**src/rtl/prog_loader.sv**
```systemverilog
// Program loader: streams DEPTH host words into RAM while the CPU is held,
// then releases the CPU. The optional readback pass (macro
// PROG_LOADER_READBACK_EN) re-reads every word and flags a checksum mismatch on err.
module prog_loader #(
  parameter int ADDR_W = 4,
  parameter int DATA_W = 8
) (
  input  logic              clk,
  input  logic              rst_n,
  input  logic              start,
  input  logic              in_valid,
  input  logic [DATA_W-1:0] in_data,
  output logic              in_ready,
  output logic [ADDR_W-1:0] ram_addr,
  output logic [DATA_W-1:0] ram_wdata,
  output logic              ram_we,
  output logic              ram_re,
  input  logic [DATA_W-1:0] ram_rdata,
  output logic              cpu_hold,
  output logic              done,
  output logic              err,
  output logic [ADDR_W:0]   count
);
  localparam int DEPTH = 1 << ADDR_W;
  localparam logic [ADDR_W:0] LAST = (ADDR_W+1)'(DEPTH - 1);
  localparam logic [ADDR_W:0] ONE  = (ADDR_W+1)'(1);

  typedef enum logic [2:0] {IDLE, LOAD, WRITE, VERIFY, DONE} state_t;

  state_t            state, next;
  logic [ADDR_W-1:0] wr_addr;
  logic [DATA_W-1:0] csum;
  logic              enter_load;

  assign enter_load = ((state == IDLE) || (state == DONE)) && start;

`ifdef PROG_LOADER_READBACK_EN
  logic [ADDR_W:0]   rd_idx;   // next read address; MSB set once all reads issued
  logic              rd_pend;  // a read issued last cycle, data on ram_rdata now
  logic [DATA_W-1:0] acc;
  logic              err_q;
  logic              rd_last;
  assign rd_last = rd_idx[ADDR_W] && !rd_pend;
  assign err     = err_q;
`else
  logic unused_rdata;
  assign unused_rdata = ^ram_rdata;
  assign err          = 1'b0;
`endif

  // State register
  always_ff @(posedge clk or negedge rst_n) begin
    if (!rst_n) state <= IDLE;
    else        state <= next;
  end

  // Next-state and Moore output decode
  always_comb begin
    next     = state;
    in_ready = 1'b0;
    ram_we   = 1'b0;
    ram_re   = 1'b0;
    cpu_hold = 1'b1;
    done     = 1'b0;
    ram_addr = wr_addr;
    case (state)
      IDLE:  if (start) next = LOAD;
      LOAD: begin
        in_ready = 1'b1;
        if (in_valid) next = WRITE;
      end
      WRITE: begin
        ram_we = 1'b1;
        if (count == LAST) begin
`ifdef PROG_LOADER_READBACK_EN
          next = VERIFY;
`else
          next = DONE;
`endif
        end else begin
          next = LOAD;
        end
      end
`ifdef PROG_LOADER_READBACK_EN
      VERIFY: begin
        ram_re   = !rd_idx[ADDR_W];
        ram_addr = rd_idx[ADDR_W-1:0];
        if (rd_last) next = DONE;
      end
`endif
      DONE: begin
        cpu_hold = 1'b0;
        done     = 1'b1;
        if (start) next = LOAD;
      end
      default: next = IDLE;
    endcase
  end

  // Write datapath: capture accepted word, running XOR checksum, word count
  always_ff @(posedge clk or negedge rst_n) begin
    if (!rst_n) begin
      count     <= '0;
      csum      <= '0;
      wr_addr   <= '0;
      ram_wdata <= '0;
    end else begin
      if (enter_load) begin
        count <= '0;
        csum  <= '0;
      end
      if (state == LOAD && in_valid) begin
        ram_wdata <= in_data;
        wr_addr   <= count[ADDR_W-1:0];
        csum      <= csum ^ in_data;
      end
      if (state == WRITE) count <= count + ONE;
    end
  end

`ifdef PROG_LOADER_READBACK_EN
  // Readback pass: issue reads back-to-back, fold returned data, compare at end
  always_ff @(posedge clk or negedge rst_n) begin
    if (!rst_n) begin
      rd_idx  <= '0;
      rd_pend <= 1'b0;
      acc     <= '0;
      err_q   <= 1'b0;
    end else begin
      if (enter_load) err_q <= 1'b0;
      if (state == WRITE && next == VERIFY) begin
        rd_idx  <= '0;
        rd_pend <= 1'b0;
        acc     <= '0;
      end
      if (state == VERIFY) begin
        if (!rd_idx[ADDR_W]) rd_idx <= rd_idx + ONE;
        rd_pend <= ram_re;
        if (rd_pend) acc <= acc ^ ram_rdata;
        if (rd_last) err_q <= (acc != csum);
      end
    end
  end
`endif
endmodule

```
**config.mk**
```make
export PLATFORM = sky130hd
export DESIGN_NAME = prog_loader
export DESIGN_NICKNAME = d
export VERILOG_FILES = /design/src/rtl/prog_loader.sv
export SDC_FILE = /design/constraint.sdc
export NUM_CORES = 1
export LEC_CHECK = 0
export ABC_AREA = 1
export BUFFER_PORTS_ARGS = -buffer_cell sky130_fd_sc_hd__buf_2
export CORE_UTILIZATION = 35
export DETAILED_ROUTE_END_ITERATION = 8
export SYNTH_ARGS = -nofsm -noshare
export SYNTH_HDL_FRONTEND = slang
export SYNTH_SLANG_ARGS = --single-unit
export TNS_END_PERCENT = 30
```
**constraint.sdc**
```tcl
create_clock -name clk -period 1.4 [get_ports clk]
set_input_delay 0.28 -clock clk [delete_from_list [all_inputs] [get_ports clk]]
set_output_delay 0.28 -clock clk [all_outputs]
set_load 0.03 [all_outputs]
```
# Yosys cells after proc, flatten, opt, wreduce, memory -nomap -nowiden
# Index checks and enable logic that the tools add are counted.
# W data, S select, Z words.
[op_classes]
addsub = 1
eq_ne = 6
mux = 10
n_reduce_logical = 7
[ops]
columns = ["op", "count"]
rows = [
  ["$mux W5", 2],
  ["$mux W3", 3],
  ["$pmux W3 S3", 1],
  ["$add A5 B1 Y5 const B", 1],
  ["$eq A5 B4 Y1 const B", 1],
  ["$mux W1", 4],
  ["$eq A3 B1 Y1 const B", 1],
  ["$eq A3 B2 Y1 const B", 1],
  ["$eq A3 B3 Y1 const B", 1],
  ["$logic_not A3 Y1", 1],
  ["$logic_and A1 B1 Y1", 2],
  ["$ne A2 B1 Y1 const B", 1],
  ["$ne A2 B2 Y1 const B", 1],
  ["$reduce_and A2 Y1", 1],
  ["$reduce_bool A2 Y1", 1],
  ["$reduce_or A2 Y1", 1],
  ["$logic_or A1 B1 Y1", 1],
]
[totals]
reg_bits = 20
out_inout_bits = 23

# Longest topological paths before layout
# Gate-level depths: netlist (run 1).
[depth]
word_depth = 5
mapped_depth = 9
ltp_nobuf = 9

# Worst setup path before layout (run 1)
# Ideal clock, no wire load.
[synth_path]
path_type = "register to register"
from = "reg count[0]"
to = "reg count[4]"
t_arrival_ps = 1297
setup_slack_ps = -22
path_stages_with_launch = 7
n_path_buf = 0
path_cell_list = "dfrtp_1 ha_1 nand2_1 nor2_1 ha_1 nor2_1 o21bai_1"
[synth_between]
elab_chain_len = 2
[synth_lines]
columns = ["item", "line", "rtl"]
rows = [
  ["from (decl)", "22", "output logic [ADDR_W:0] count"],
  ["from (signal assigned)", "117", "if (state == WRITE) count <= count + ONE;"],
  ["$add A5 B1 Y5", "117", ""],
  ["$mux W5", "117", ""],
]
# Every way passes these cells.
# A chain may end at the register's enable or synchronous reset.

# Final worst setup path (run 1)
[layout_path]
from = "reg state[0]"
to = "out done"
[layout_between]
elab_chain_len = 2
[layout_lines]
columns = ["item", "line", "rtl"]
rows = [
  ["from (decl)", "30", "state_t state, next;"],
  ["from (signal assigned)", "54", "else state <= next;"],
  ["$eq A3 B3 Y1", "66", "case (state)"],
  ["$mux W1", "66", ""],
  ["to (decl)", "20", "output logic done,"],
]
# Every way passes these cells.

==> impl_metrics.toml, run 1 <==
[sta]
clock-skew-final_ns = 0.00596
fmax_mhz = 689
hold_slack_ns = 0.169
hold_viol_final = 0
setup-tns-final_ns = -0.208
post-route-period-util = 1.04
period_minus_slack_ns = 1.45
worst_slack_ns = -0.0516
finalMaxSlewViolations = 0
finalSetupViolCount = 7
rsz0062_at_grt = "true"

[logic_synthesis]
synth_area_um2 = 908
synth_seq_area_share = 0.551
synth_cell_types = 18
netlist_instances = 104
yosys_register_bits = 20
ys_warn_count = 0
syn-mean-instance-area_um2 = 8.73

[place]
port_buffers = 32
gp_congestion = 0.807
dp_hpwl_mm = 1.32

[outcome]
failed_checks = "negative setup slack"
status = "finished, violations left"

[clock_network]
clk_latency_ns = 0.29
cts.sinks = 20
clk_pin_slew_worst_paths_ns = 0.11
cts_max_level = 1
cts_max_path_buffers = 2
cts_tree = "done"
root_buffer = "clkbuf_4"
cts_buffers = 3

[setup_path]
cp.arrival_ns = 1.17
crit_required_ns = 1.12
cp-end-kind = "output port"
start_kind = "flip-flop"
path_class = "reg2out"
rr_startpoint = "state[0]"
r2r_setup_slack_ns = -0.02
reg2reg_depth = 6
path_max_fanout = 4
r2r-end = "count[3]"

[drt]
vias = 831
wire_per_inst_um = 10.6
vias_per_cell = 4.54
wl_mm = 1.94
drcViolationCount = 0
drt-initial-drc-count = 12
dr.pass1.iters = 4
final_antenna_net_count = 0

[run]
cap_violations = 0

[floorplan]
fp.dieH_um = 52.9
fp.dieArea_um2 = 2800
io_pins = 43
die_w_um = 52.9
rows = 18
core_area_um2 = 2450
initial_core_util = 0.370

[power_and_ir_drop]
p_per_area_nw_per_um2 = 2050
power_leakage_nw = 0.720
peakVddDrop_v = 0.00102

[worst_hold_path]
holdCritPathClass = "in2reg"
hold_depth = 3
min_to = "ram_wdata[1]"
worstHoldStart = "in_data[1]"

[global_route]
grt_pass1_wl_mm = 3.23
grt_use_total = 0.162
overflow = 0
grt_max_degree = 21
antenna_found_initial = 0
grt_pass1_vias = 730

[final_layout]
drive_gt1_frac = 0.451
fin_nets = 176
fill_cells = 236
diodes = 0
area_growth_pct = 40.8
cell usage in the layout, fill, tap and decap left out, drive strengths merged:
cell,instances
dfrtp,20
dlygate4sd3,1
o21bai,1
or2,1
nor3,1
buf,46
nor2,4
nand3,6
o21ai,10
nand2,39
nand4,2
ha,2
inv,14
conb,2
clkbuf,4
critical path: stages, from the launching register on:
cell     delay [ns]
dfrtp_1        0.42
inv_2          0.11
nand2_2        0.07
inv_2          0.06
nand2_2        0.05
inv_2          0.05
buf_6          0.12
area by class of cell:
| class | count | area (um2) | area share |
|---|---|---|---|
| clock buffer | 4 | 36.3 | 0.0284 |
| timing repair buffer | 47 | 300 | 0.235 |
| multi-input combinational | 68 | 342 | 0.267 |
| sequential | 20 | 505 | 0.395 |
| tap | 30 | 37.5 | 0.0294 |
| inverter | 14 | 57.6 | 0.0450 |
timing repair:
action	4_1_cts	5_1_grt
setup endpoints to repair	4	17
hold endpoints to repair	20	0
pin swaps	3	2
setup buffers	7	5
hold buffers	1	0
gates resized for setup	19	2
routing by layer:
layer | vias to the layer above | wire length, um | GRT usage
met3 | 4 | 89 | 0.0259
met1 | 380 | 947 | 0.217
met5 | - | 0 | 0
met4 | 0 | 29 | 0.0789
met2 | 26 | 873 | 0.251
li1 | 421 | - | -
how the worst max path moves through the flow:
| stage | from | to | slack, ns |
|---|---|---|---|
| 4_1_cts | state[0] | done | -0.05 |
| 6_report | state[0] | done | -0.05 |
| 3_3_place_gp | count[1] | count[4] | 0.10 |
| 5_1_grt | state[0] | done | -0.12 |
| 3_5_place_dp | count[1] | count[4] | 0.08 |
| 2_1_floorplan | state[1] | done | -0.0001 |
where the power goes:
part | internal (mW) | switching [mW]
Clock | 0.158 | 0.171
Sequential | 0.776 | 0.126
Combinational | 0.519 | 0.874
Total | 1.45 | 1.17
registers in the layout, indices dropped and copies added (netlist names):
| register | count |
|---|---|
| count | 5 |
| ram_wdata | 8 |
| state | 3 |
| ram_addr | 4 |
logic make-up after synthesis:
kind of cell | synth area share
AO/OA/AOI/OAI | 0.0716
flip-flops | 0.551
buffers and inverters | 0.0881
AND/OR/NAND/NOR | 0.258
other | 0.00413
adder cells (fa/ha/maj) | 0.0275
cell usage after synthesis (all sizes together):
| cell type | number | area share |
|---|---|---|
| or2 | 1 | 0.0069 |
| nand3 | 6 | 0.033 |
| nor2 | 4 | 0.017 |
| clkinv | 1 | 0.0055 |
| nor3 | 1 | 0.018 |
| buf | 3 | 0.029 |
| o21ai | 10 | 0.063 |
| dfrtp | 20 | 0.55 |
| inv | 13 | 0.054 |
| nand4 | 2 | 0.014 |
| ha | 2 | 0.028 |
| o21bai | 1 | 0.0083 |
| conb | 1 | 0.0041 |
| nand2 | 39 | 0.17 |
per-stage QoR:
| stage | total power, mW | cell area [um2] | instances | setup slack (ns) | util |
|---|---|---|---|---|---|
| 2_1_floorplan | 1.71 | 915 | 105 | -0.000126 | - |
| 3_3_place_gp | 2.01 | 1100 | 166 | 0.102 | 0.449 |
| 3_5_place_dp | 2.03 | 1100 | 166 | 0.0810 | 0.449 |
| 4_1_cts | 2.57 | 1240 | 178 | -0.0536 | 0.504 |
| 5_1_grt | 2.82 | 1280 | 183 | -0.122 | 0.521 |
| 6_report | 2.62 | 1280 | 183 | -0.0516 | 0.521 |
Note: power is estimated with default switching activity, not from simulation.
==> run 2: changes to the inputs <==
==> constraint.sdc (replaced) <==
create_clock -name clk -period 1.5 [get_ports clk]
set_input_delay 0.3 -clock clk [delete_from_list [all_inputs] [get_ports clk]]
set_output_delay 0.3 -clock clk [all_outputs]
set_load 0.03 [all_outputs]
==> run 2 against run 1 <==
  * The run now ends clean
  * Sequential share of layout area rose by 1.2 points
  * Die area stayed put
  * Utilization down 1.8 points
  * Clock-buffer cell count shrank 1
  * Combinational power is 16% lower
  * Total power decreased by 6.3%
  * Global-route usage is 0.45 points lower
  * Non-clock buffer count down 8
  * Clock power grew 33%
  * Clock skew grew 0.00055 ns
  * Setup slack better by 0.056 ns
  * Routed wire length is 0.62% lower
==> impl_metrics.toml, run 2 (synthesized netlist as in run 1, its figures left out) <==
[outcome]
status = "finished clean"

[drt]
vias = 784
drcViolationCount = 0
final_antenna_net_count = 0
wl_mm = 1.93
dr.pass1.iters = 3
drt-initial-drc-count = 8
wire_per_inst_um = 11.0
vias_per_cell = 4.48

[power_and_ir_drop]
p_int_mw = 1.38
peakVddDrop_v = 0.00115
p_sw_mw = 1.08
p_clk_frac = 0.178
p_per_area_nw_per_um2 = 1990
power_leakage_nw = 0.698
swShare = 0.440
combPwrFrac = 0.474
p_seq_frac = 0.348

[setup_path]
cp-end-kind = "output port"
r2r-end = "count[4]"
rr_startpoint = "count[0]"
cp.arrival_ns = 1.20
crit_required_ns = 1.20
path_class = "reg2out"
reg2reg_depth = 6
r2r_setup_slack_ns = 0.16
start_kind = "flip-flop"
path_max_fanout = 3
startpoint = "state[2]"

[place]
dpl_cell_area_um2 = 1090
port_buffers = 32
preCtsSetupSlack_ns = 0.161
dp_cells = 165
gp_congestion = 0.831
dp_hpwl_mm = 1.36

[sta]
fmax_mhz = 668
period_minus_slack_ns = 1.50
finalMaxSlewViolations = 0
finalSetupViolCount = 0
post-route-period-util = 0.997
rsz0062_at_grt = "true"
clock-skew-final_ns = 0.00651
hold_viol_final = 0
worst_slack_ns = 0.00391

[floorplan]
die_w_um = 52.9
fp.dieArea_um2 = 2800
core_area_um2 = 2450
initial_core_util = 0.370
fp.dieH_um = 52.9
rows = 18
io_pins = 43

[global_route]
grt_pass1_vias = 741
grt_max_degree = 21
overflow = 0
antenna_found_initial = 0
grt_pass1_wl_mm = 3.12
grt_use_total = 0.157

[final_layout]
top_register = "ram_wdata"
drive_gt1_frac = 0.407
largest_reg_flops = 8
final_common_cell = "nand2_1"
fin_util = 0.503
fill_cells = 227
area_growth_pct = 35.9
diodes = 0
final_cell_mix = "35 x nand2_1, 28 x buf_2, 18 x dfrtp_1"
final_cells = 175
fin_area_um2 = 1230
fin_nets = 168

[worst_hold_path]
min_to = "ram_wdata[3]"
holdCritPathClass = "in2reg"
hold_depth = 3
worstHoldStart = "in_data[3]"

[clock_network]
root_buffer = "clkbuf_4"
clk_latency_ns = 0.30
clk_pin_slew_worst_paths_ns = 0.12
cts.sinks = 20
cts_buffers = 3
cts_max_level = 1
cts_tree = "done"
cts_max_path_buffers = 2

[run]
cap_violations = 0
-- run 2: critical path: stages, from the launching register on --
cell     delay (ns)
dfrtp_2        0.46
nor3_4         0.27
buf_6          0.17
-- run 2: final cells by class --
cell class,instances,area (um2),area share
multi-input cells,68,352,0.285
well taps,30,37.5,0.0304
clock buffers,3,22.5,0.0182
flip-flops and latches,20,503,0.407
repair buffers,39,236,0.191
inverters,14,53.8,0.0436
clock inverters,1,30.0,0.0243
-- run 2: worst max-delay path by stage --
| stage | slack, ns | cells past startpoint | endpoint |
|---|---|---|---|
| detailed placement | 0.16 | 6 | count[4] |
| finish | 0.004 | 2 | in_ready |
| global placement | 0.18 | 6 | count[4] |
| global route | -0.06 | 6 | done |
| CTS | -0.006 | 6 | done |
| floorplan | 0.08 | 6 | count[4] |
-- run 2: timing repair --
item | in CTS | in global routing
setup endpoints to repair | 4 | 4
pin swaps | 0 | 2
endpoints found under the hold margin | 20 | 0
setup buffers | 4 | 1
hold buffers | 1 | 0
resized for setup | 13 | 8
-- run 2: per-layer routing --
metal,vias up,wire length (um),global-route usage
met3,2,91,0.0287
li1,404,-,-
met1,356,917,0.197
met2,22,907,0.259
met4,0,10,0.0746
met5,-,0,0
-- run 2: stage by stage --
stage	setup TNS [ns]	power [mW]	hold slack (ns)
2_1_floorplan	0	1.59	0.00441
3_3_place_gp	0	1.86	0.275
3_5_place_dp	0	1.89	0.279
4_1_cts	-0.00968	2.43	0.173
5_1_grt	-0.171	2.63	0.180
6_report	0	2.46	0.184
-- run 2: power groups by stage --
stage          Clock [mW]  Sequential (mW)  Combinational [mW]
4_1_cts             0.451            0.850                1.13
3_5_place_dp            0            0.847                1.04
3_3_place_gp            0            0.844                1.01
6_report            0.437            0.855                1.17
2_1_floorplan           0             1.16               0.432
5_1_grt             0.474            0.876                1.28
==> run 3: changes to the inputs <==
--- a/config.mk
+++ b/config.mk
@@ -9,6 +9,7 @@
 export BUFFER_PORTS_ARGS = -buffer_cell sky130_fd_sc_hd__buf_2
 export CORE_UTILIZATION = 35
 export DETAILED_ROUTE_END_ITERATION = 8
+export SKIP_CTS_REPAIR_TIMING = 1
 export SYNTH_ARGS = -nofsm -noshare
 export SYNTH_HDL_FRONTEND = slang
 export SYNTH_SLANG_ARGS = --single-unit
==> constraint.sdc (replaced) <==
create_clock -name clk -period 1.65 [get_ports clk]
set_input_delay 0.33 -clock clk [delete_from_list [all_inputs] [get_ports clk]]
set_output_delay 0.33 -clock clk [all_outputs]
set_load 0.03 [all_outputs]
==> run 3 against run 2 <==
  * Total power decreased by 9.6%
  * Setup slack improved by 0.036 ns
  * Clock skew increased by 0.0069 ns
  * Die area unchanged
  * Critical endpoint unchanged
  * Sequential cell count unchanged
  * Combinational power decreased by 11%
  * Routed wire length decreased by 2.1%
==> impl_metrics.toml, run 3 (synthesized netlist as in run 1, its figures left out) <==
[clock_network]
cts.sinks = 20
clk_latency_ns = 0.31
clk_pin_slew_worst_paths_ns = 0.13
root_buffer = "clkbuf_4"
cts_tree = "done"
cts_buffers = 3
cts_max_path_buffers = 2
cts_max_level = 1

[setup_path]
crit_required_ns = 1.32
cpPeakStageDelay_ns = 0.45
critPathSlowestCell = "dfrtp_2"
path_class = "reg2out"
cp-end-kind = "output port"
r2r-end = "state[0]"
start_kind = "flip-flop"
path_max_fanout = 3
path_cells = "buf_12, nor3_4, buf_6"
cp.arrival_ns = 1.28
rr_startpoint = "count[0]"
r2r_setup_slack_ns = 0.26
reg2reg_depth = 9

[global_route]
overflow = 0
antenna_found_initial = 0
grt_max_degree = 21
grt_use_total = 0.148
grt_pass1_vias = 659
grt_pass1_wl_mm = 2.88

[place]
port_buffers = 32
dpl_cell_area_um2 = 1080
dp_cells = 164
gp_congestion = 0.826
preCtsSetupSlack_ns = 0.251
dp_hpwl_mm = 1.28

[sta]
fmax_mhz = 621
post-route-period-util = 0.976
setup-tns-final_ns = 0
period_minus_slack_ns = 1.61
finalMaxSlewViolations = 0
clock-skew-final_ns = 0.0134
rsz0062_at_grt = "true"
hold_viol_final = 0
finalSetupViolCount = 0
worst_slack_ns = 0.0397

[drt]
drcViolationCount = 0
dr.pass1.iters = 4
drt-initial-drc-count = 9
wl_mm = 1.89
wire_per_inst_um = 10.8
vias = 783
vias_per_cell = 4.47
final_antenna_net_count = 0

[floorplan]
die_w_um = 52.9
fp.dieH_um = 52.9
initial_core_util = 0.370
fp.dieArea_um2 = 2800
io_pins = 43
rows = 18
core_area_um2 = 2450

[worst_hold_path]
holdCritPathClass = "in2reg"
worstHoldStart = "in_data[4]"
min_to = "ram_wdata[4]"
hold_depth = 3

[final_layout]
final_common_cell = "nand2_1"
fin_area_um2 = 1220
final_cell_mix = "37 x nand2_1, 29 x buf_2, 18 x dfrtp_1"
fill_cells = 243
largest_reg_flops = 8
regArea_um2 = 503
final_cells = 175
diodes = 0
drive_gt1_frac = 0.379
fin_util = 0.498
fin_nets = 168
top_register = "ram_wdata"
area_growth_pct = 34.6
multi_input_area_um2 = 337

[power_and_ir_drop]
power_leakage_nw = 0.694
p_per_area_nw_per_um2 = 1820
peakVddDrop_v = 0.000861

[outcome]
status = "finished clean"

[run]
cap_violations = 0
==> run 3: cell counts in the layout (fill, tap and decap cells not counted) <==
No cell type changed its count.
==> run 3: worst max path at each step <==
stage | startpoint | end | slack (ns)
6_report | state[1] | in_ready | 0.04
3_5_place_dp | state[2] | ram_we | 0.25
2_1_floorplan | state[1] | done | 0.20
3_3_place_gp | state[2] | ram_we | 0.27
4_1_cts | state[2] | ram_we | -0.11
5_1_grt | state[2] | ram_we | -0.01
==> run 3: cell type report <==
cell class	instances	share of cell area
Clock buffer	3	0.0184
Clock inverter	1	0.0246
Inverter	14	0.0440
Multi-Input combinational cell	68	0.275
Sequential cell	20	0.411
Tap cell	30	0.0307
Timing Repair Buffer	39	0.195
==> run 3: per-stage QoR <==
step                      power [mW]  hold WS [ns]
after floorplan                 1.44        0.0344
after global placement          1.68         0.300
after detailed placement        1.70         0.311
after CTS                       2.11       -0.0436
after global routing            2.37         0.194
final                           2.22         0.195
==> run 3: report_power, final <==
group | switching (mW) | leakage, nW | internal, mW | total [mW]
combinational | 0.698 | 0.408 | 0.346 | 1.04
clock | 0.165 | 0.0279 | 0.246 | 0.410
sequential | 0.113 | 0.259 | 0.655 | 0.768
==> run 3: layer usage <==
layer	track usage	vias to the layer above	routed length (um)
met5	0	-	0
met4	0.0789	0	29
met3	0.0287	3	77
met2	0.234	25	921
met1	0.189	354	857
li1	-	401	-
==> run 3: worst max-delay path, delay by kind of cell, from the launching register on <==
kind	cells	cell delay, ns
buf+inv	2	0.30
simple gates	1	0.23
flops	1	0.45
